## src/rtl/keypad_scanner.sv

```systemverilog
// 4x4 matrix keypad scanner: rotates a one-cold row drive, debounces a single column hit and
// emits the {row,col} code with a strobe/held flag. Optional auto-repeat: KEYPAD_AUTOREPEAT_EN.
module keypad_scanner #(
  parameter int DIV_PAR        = 2500000,
  parameter int DEBOUNCE_TICKS = 4,
  parameter int REPEAT_TICKS   = 8
) (
  input  logic       clk,
  input  logic       reset_n,
  input  logic [3:0] cols_in,
  output logic [3:0] rows_out,
  output logic [3:0] keypad,
  output logic       key_strobe,
  output logic       key_held
);

  localparam logic [24:0] DIV_VAL = DIV_PAR[24:0];
  localparam logic [3:0]  DEB_VAL = DEBOUNCE_TICKS[3:0];

  if (DIV_PAR < 4 || DEBOUNCE_TICKS < 1 || DEBOUNCE_TICKS > 15 || REPEAT_TICKS < 1)
    begin : g_bad_params
      $error("keypad_scanner: parameter out of range");
    end

  typedef enum logic [1:0] {SCAN, DEBOUNCE, PRESSED} state_t;

  state_t      state_reg;
  logic [3:0]  sync1_reg;
  logic [3:0]  sync2_reg;
  logic [24:0] tick_cnt_reg;
  logic        tick;
  logic [1:0]  row_idx_reg;
  logic [1:0]  col_idx_reg;
  logic [3:0]  deb_cnt_reg;
  logic [3:0]  rel_cnt_reg;
  logic [3:0]  col_hit;
  logic        one_low;
  logic        same_col;
  logic        all_high;
  logic [1:0]  low_idx;

`ifdef KEYPAD_AUTOREPEAT_EN
  localparam logic [15:0] REP_VAL = REPEAT_TICKS[15:0];
  logic [15:0] rep_cnt_reg;
`endif

  // col_hit[gi] is set only when column gi is the single low column
  genvar gi;
  generate
    for (gi = 0; gi < 4; gi++) begin : g_col_hit
      assign col_hit[gi] = (sync2_reg == ~(4'b0001 << gi));
    end
  endgenerate

  assign one_low  = |col_hit;
  assign same_col = col_hit[col_idx_reg];
  assign all_high = (sync2_reg == 4'hF);
  assign tick     = (tick_cnt_reg == DIV_VAL);

  always_comb begin
    low_idx = 2'd0;
    for (int i = 0; i < 4; i++) begin
      if (col_hit[i]) low_idx = 2'(i);
    end
  end

  always_ff @(posedge clk or negedge reset_n) begin
    if (!reset_n) begin
      sync1_reg    <= 4'hF;
      sync2_reg    <= 4'hF;
      tick_cnt_reg <= 25'd1;
    end else begin
      sync1_reg    <= cols_in;
      sync2_reg    <= sync1_reg;
      tick_cnt_reg <= tick ? 25'd1 : tick_cnt_reg + 25'd1;
    end
  end

  always_ff @(posedge clk or negedge reset_n) begin
    if (!reset_n) begin
      state_reg   <= SCAN;
      rows_out    <= 4'b1110;
      row_idx_reg <= 2'd0;
      col_idx_reg <= 2'd0;
      deb_cnt_reg <= 4'd0;
      rel_cnt_reg <= 4'd0;
      keypad      <= 4'd0;
      key_strobe  <= 1'b0;
      key_held    <= 1'b0;
`ifdef KEYPAD_AUTOREPEAT_EN
      rep_cnt_reg <= 16'd0;
`endif
    end else begin
      key_strobe <= 1'b0;
      if (tick) begin
        case (state_reg)
          SCAN: begin
            if (one_low) begin
              col_idx_reg <= low_idx;
              if (DEB_VAL == 4'd1) begin
                keypad      <= {row_idx_reg, low_idx};
                key_strobe  <= 1'b1;
                key_held    <= 1'b1;
                deb_cnt_reg <= 4'd0;
                rel_cnt_reg <= 4'd0;
                state_reg   <= PRESSED;
`ifdef KEYPAD_AUTOREPEAT_EN
                rep_cnt_reg <= 16'd0;
`endif
              end else begin
                deb_cnt_reg <= 4'd1;
                state_reg   <= DEBOUNCE;
              end
            end else begin
              rows_out    <= {rows_out[2:0], rows_out[3]};
              row_idx_reg <= row_idx_reg + 2'd1;
            end
          end

          DEBOUNCE: begin
            if (same_col) begin
              if (deb_cnt_reg + 4'd1 == DEB_VAL) begin
                keypad      <= {row_idx_reg, col_idx_reg};
                key_strobe  <= 1'b1;
                key_held    <= 1'b1;
                deb_cnt_reg <= 4'd0;
                rel_cnt_reg <= 4'd0;
                state_reg   <= PRESSED;
`ifdef KEYPAD_AUTOREPEAT_EN
                rep_cnt_reg <= 16'd0;
`endif
              end else begin
                deb_cnt_reg <= deb_cnt_reg + 4'd1;
              end
            end else begin
              deb_cnt_reg <= 4'd0;
              state_reg   <= SCAN;
              rows_out    <= {rows_out[2:0], rows_out[3]};
              row_idx_reg <= row_idx_reg + 2'd1;
            end
          end

          PRESSED: begin
            // Release needs every column high; a second key only restarts the release count
            if (all_high) begin
              if (rel_cnt_reg + 4'd1 == DEB_VAL) begin
                key_held    <= 1'b0;
                rel_cnt_reg <= 4'd0;
                state_reg   <= SCAN;
                rows_out    <= {rows_out[2:0], rows_out[3]};
                row_idx_reg <= row_idx_reg + 2'd1;
              end else begin
                rel_cnt_reg <= rel_cnt_reg + 4'd1;
              end
            end else begin
              rel_cnt_reg <= 4'd0;
            end
`ifdef KEYPAD_AUTOREPEAT_EN
            if (same_col) begin
              if (rep_cnt_reg + 16'd1 == REP_VAL) begin
                key_strobe  <= 1'b1;
                rep_cnt_reg <= 16'd0;
              end else begin
                rep_cnt_reg <= rep_cnt_reg + 16'd1;
              end
            end else begin
              rep_cnt_reg <= 16'd0;
            end
`endif
          end

          default: state_reg <= SCAN;
        endcase
      end
    end
  end

endmodule
```

## config.mk

```make
export PLATFORM = sky130hd
export DESIGN_NAME = keypad_scanner
export DESIGN_NICKNAME = d
export VERILOG_FILES = /design/src/rtl/keypad_scanner.sv
export SDC_FILE = /design/constraint.sdc
export NUM_CORES = 1
export LEC_CHECK = 0
export CAP_MARGIN = 20
export CELL_PAD_IN_SITES_DETAIL_PLACEMENT = 2
export CELL_PAD_IN_SITES_GLOBAL_PLACEMENT = 2
export CORE_ASPECT_RATIO = 1.5
export CORE_UTILIZATION = 42
export DETAILED_ROUTE_END_ITERATION = 16
export HOLD_SLACK_MARGIN = 0.08
export PLACE_DENSITY_LB_ADDON = 0.1
export SLEW_MARGIN = 40
export SYNTH_ARGS = -nofsm -noshare
export SYNTH_HDL_FRONTEND = slang
export SYNTH_SLANG_ARGS = --single-unit
```

## constraint.sdc

```tcl
create_clock -name clk -period 3.8 [get_ports clk]
set_input_delay 0.38 -clock clk [delete_from_list [all_inputs] [get_ports clk]]
set_output_delay 0.38 -clock clk [all_outputs]
set_load 0.03 [all_outputs]
```

==> reports/summary.txt <==
H-tree Lvls: 3
Row count: 36
Final setup vio count: 0
Vias in the first global route: 2351
Tot GR Track Use: 22.3%
Share of cells above drive strength 1: 15.8%
Die height: 103 um
Main synth FF type: dfrtp_1
CTS sink count: 57
Setup bufs post-CTS: 0
EDFF count, synth: 0
Crit share post-route: 70.0%
TNS Setup: 0 ns
Worst setup path class: flip-flop to flip-flop
Number of port buffers: 15
Inserted Clock Buffers: 9
Antenna-violating nets left: 0
WL final: 7.24 mm
Drt first pass iters: 6
Largest net degree at the start of global routing: 32
RSZ-0062 raised after global routing: no
Ant diodes: 0
Initial DRC count: 44
Crit. End Element: flip-flop
Fin cells: 368
Type of the worst min-delay path: flip-flop to flip-flop
Placed Area: 3080 um2
Final Max Slew Viols: 0
Die width: 69.1 um
Slew HR: 51.4%
Crit-path cells: ha_1 > and4b_1 > o21ai_0 > a21boi_0 > a31oi_1 > o21ai_4 > mux2_1
Mean Syn Cell Area: 10.8 um2
Worst-path clk slew: 0.07 ns
Startpoint types: flip-flop
F_max: 0.376 GHz
Max-cap violations: 0
VDD IR max: 0.359 mV
Async SR Flop Fraction: 100%
Run status: completed
Synth area leaders: dfrtp_1, dfstp_2, xnor2_1
Worst reg2reg startpoint: rel_cnt_reg[0]
Critical path data arrival time: 2.89 ns
Drt drc: 0
Clock period minus worst slack: 2.66 ns
Largest register FFs: 25
DP Wirelength: 5.09 mm
Post-DR wirelength/cell: 19.7 um
Number of I/O pins: 16
WHS Path Cells: 0
Commonest cells post-synth: dfrtp_1, nor2_1, nand2_1
Most frequent cell after synthesis: dfrtp_1
TritonCTS clock tree: done
CP max stage cell: a21boi_0
Hold buffers post-CTS: 1
Nets: 299
Clk root buf: clkbuf_8
Dpl cells: 351
Vias: 2130
Cells after Synth: 262
Core area: 6530 um2
Finished Cell Area: 3350 um2
Register area share after synthesis: 50.8%
R2R Path End: rows_out[0]
Worst-margin pin slew: 0.722 ns
Syn_nets: 274
Worst Reg-to-Reg Cells: 7
PD cells: 415 nW/um2
Post-synthesis cell type count: 50
R2R setup slack: 1.14 ns
Min Hold Slack: 0.351 ns
Synth Cell Area: 2840 um2
YS warnings: 0
CP max stage delay: 0.60 ns
Vias per std cell: 5.79
Share of the synthesized area in the top cell type: 39.7%
Largest fanout on the critical path: 7
Fin. Hold Viols: 0
Hold Path End: sync2_reg[0]
RD Place Congestion: 0.745
First-pass GRT wire length: 12.0 mm
Total Die Area: 7090 um2
Critical Path RT: 4.03 ns
CTS resizes: 0
Area Overhead vs Synth: 18.3%
Seq cells post-synth: 57
Skew-Pair Late Insertion Delay: 0.34 ns
GR Overflow Total: 0
Starting Density: 43.4%
Final Total Pwr: 0.00139 W
Clk buf depth: 2
Initial antenna violation count: 0
Cell accounting for the most synthesized area: dfrtp_1
Clock skew: 0.00789 ns
Hold_sp: sync1_reg[0]
Leak: 1.47 nW
worst max path at each step:
stage | start | to | slack [ns] | depth (start not counted)
after floorplan | rel_cnt_reg[0] | rows_out[0] | 1.52 | 7
after global placement | rel_cnt_reg[0] | rows_out[0] | 1.17 | 6
after detailed placement | rel_cnt_reg[0] | rows_out[0] | 1.10 | 7
after CTS | rel_cnt_reg[0] | rows_out[0] | 1.11 | 7
after global routing | rel_cnt_reg[0] | rows_out[0] | 0.96 | 7
final | rel_cnt_reg[0] | rows_out[0] | 1.14 | 7
critical path, delay by kind of cell (launching register included):
family | cells | cell delay [ns]
AOI/OAI and AO/OA | 4 | 1.22
DFF | 1 | 0.45
muxes | 1 | 0.34
adders and majority gates | 1 | 0.28
and+or+nand+nor | 1 | 0.26
layout by cell type, fill, tap and decap left out, drive strengths merged, types with 12 or more instances in the layout:
master and n:
clkbuf 12, clkdlybuf4s50 14, dfrtp 45, dfstp 12, nand2 21, nand3 18, nand4 12, nor2 22
xnor2 16, xor2 12
metrics by stage:
step | util (%) | setup WS [ns]
after floorplan | - | 1.52
after global placement | 47.2 | 1.17
after detailed placement | 47.2 | 1.10
after CTS | 51.4 | 1.11
after global routing | 51.4 | 0.956
final | 51.4 | 1.14
metal layers:
layer  vias to the layer above  GRT usage (%)  routed length [um]  share of wire [%]
met5                         -              0                   0                  0
met4                         0           12.9                 219                3.0
met3                        17           3.91                 127                1.8
met2                        25           42.5                4030                 56
met1                      1094           23.0                2860                 40
li1                        994              -                   -                  -
area by class of cell:
class | count | area, um2
fillers | 678 | 3180
flip-flops and latches | 57 | 1440
multi-input cells | 193 | 1350
repair buffers | 20 | 185
clock buffers | 12 | 165
clock inverters | 4 | 97.6
well taps | 76 | 95.1
inverters | 6 | 22.5
where the power goes:
group / internal, W / switching [W]
registers: 0.000615 / 0.00000482
clock network: 0.000489 / 0.000253
logic: 0.0000101 / 0.0000199
total: 0.00111 / 0.000278
cells by family (layout without fill, tap and decap cells):
logic type,count (synthesis),after routing,synth area share (%)
muxes,10,10,3.97
xor gates and xnor gates,28,28,8.65
DFF,57,57,50.8
AOI/OAI and AO/OA,25,25,6.44
and+or+nand+nor,124,124,25.8
buffers and inverters,12,42,1.63
adders and majority gates,6,6,2.65
No activity file was read; power rests on OpenSTA's default activity.
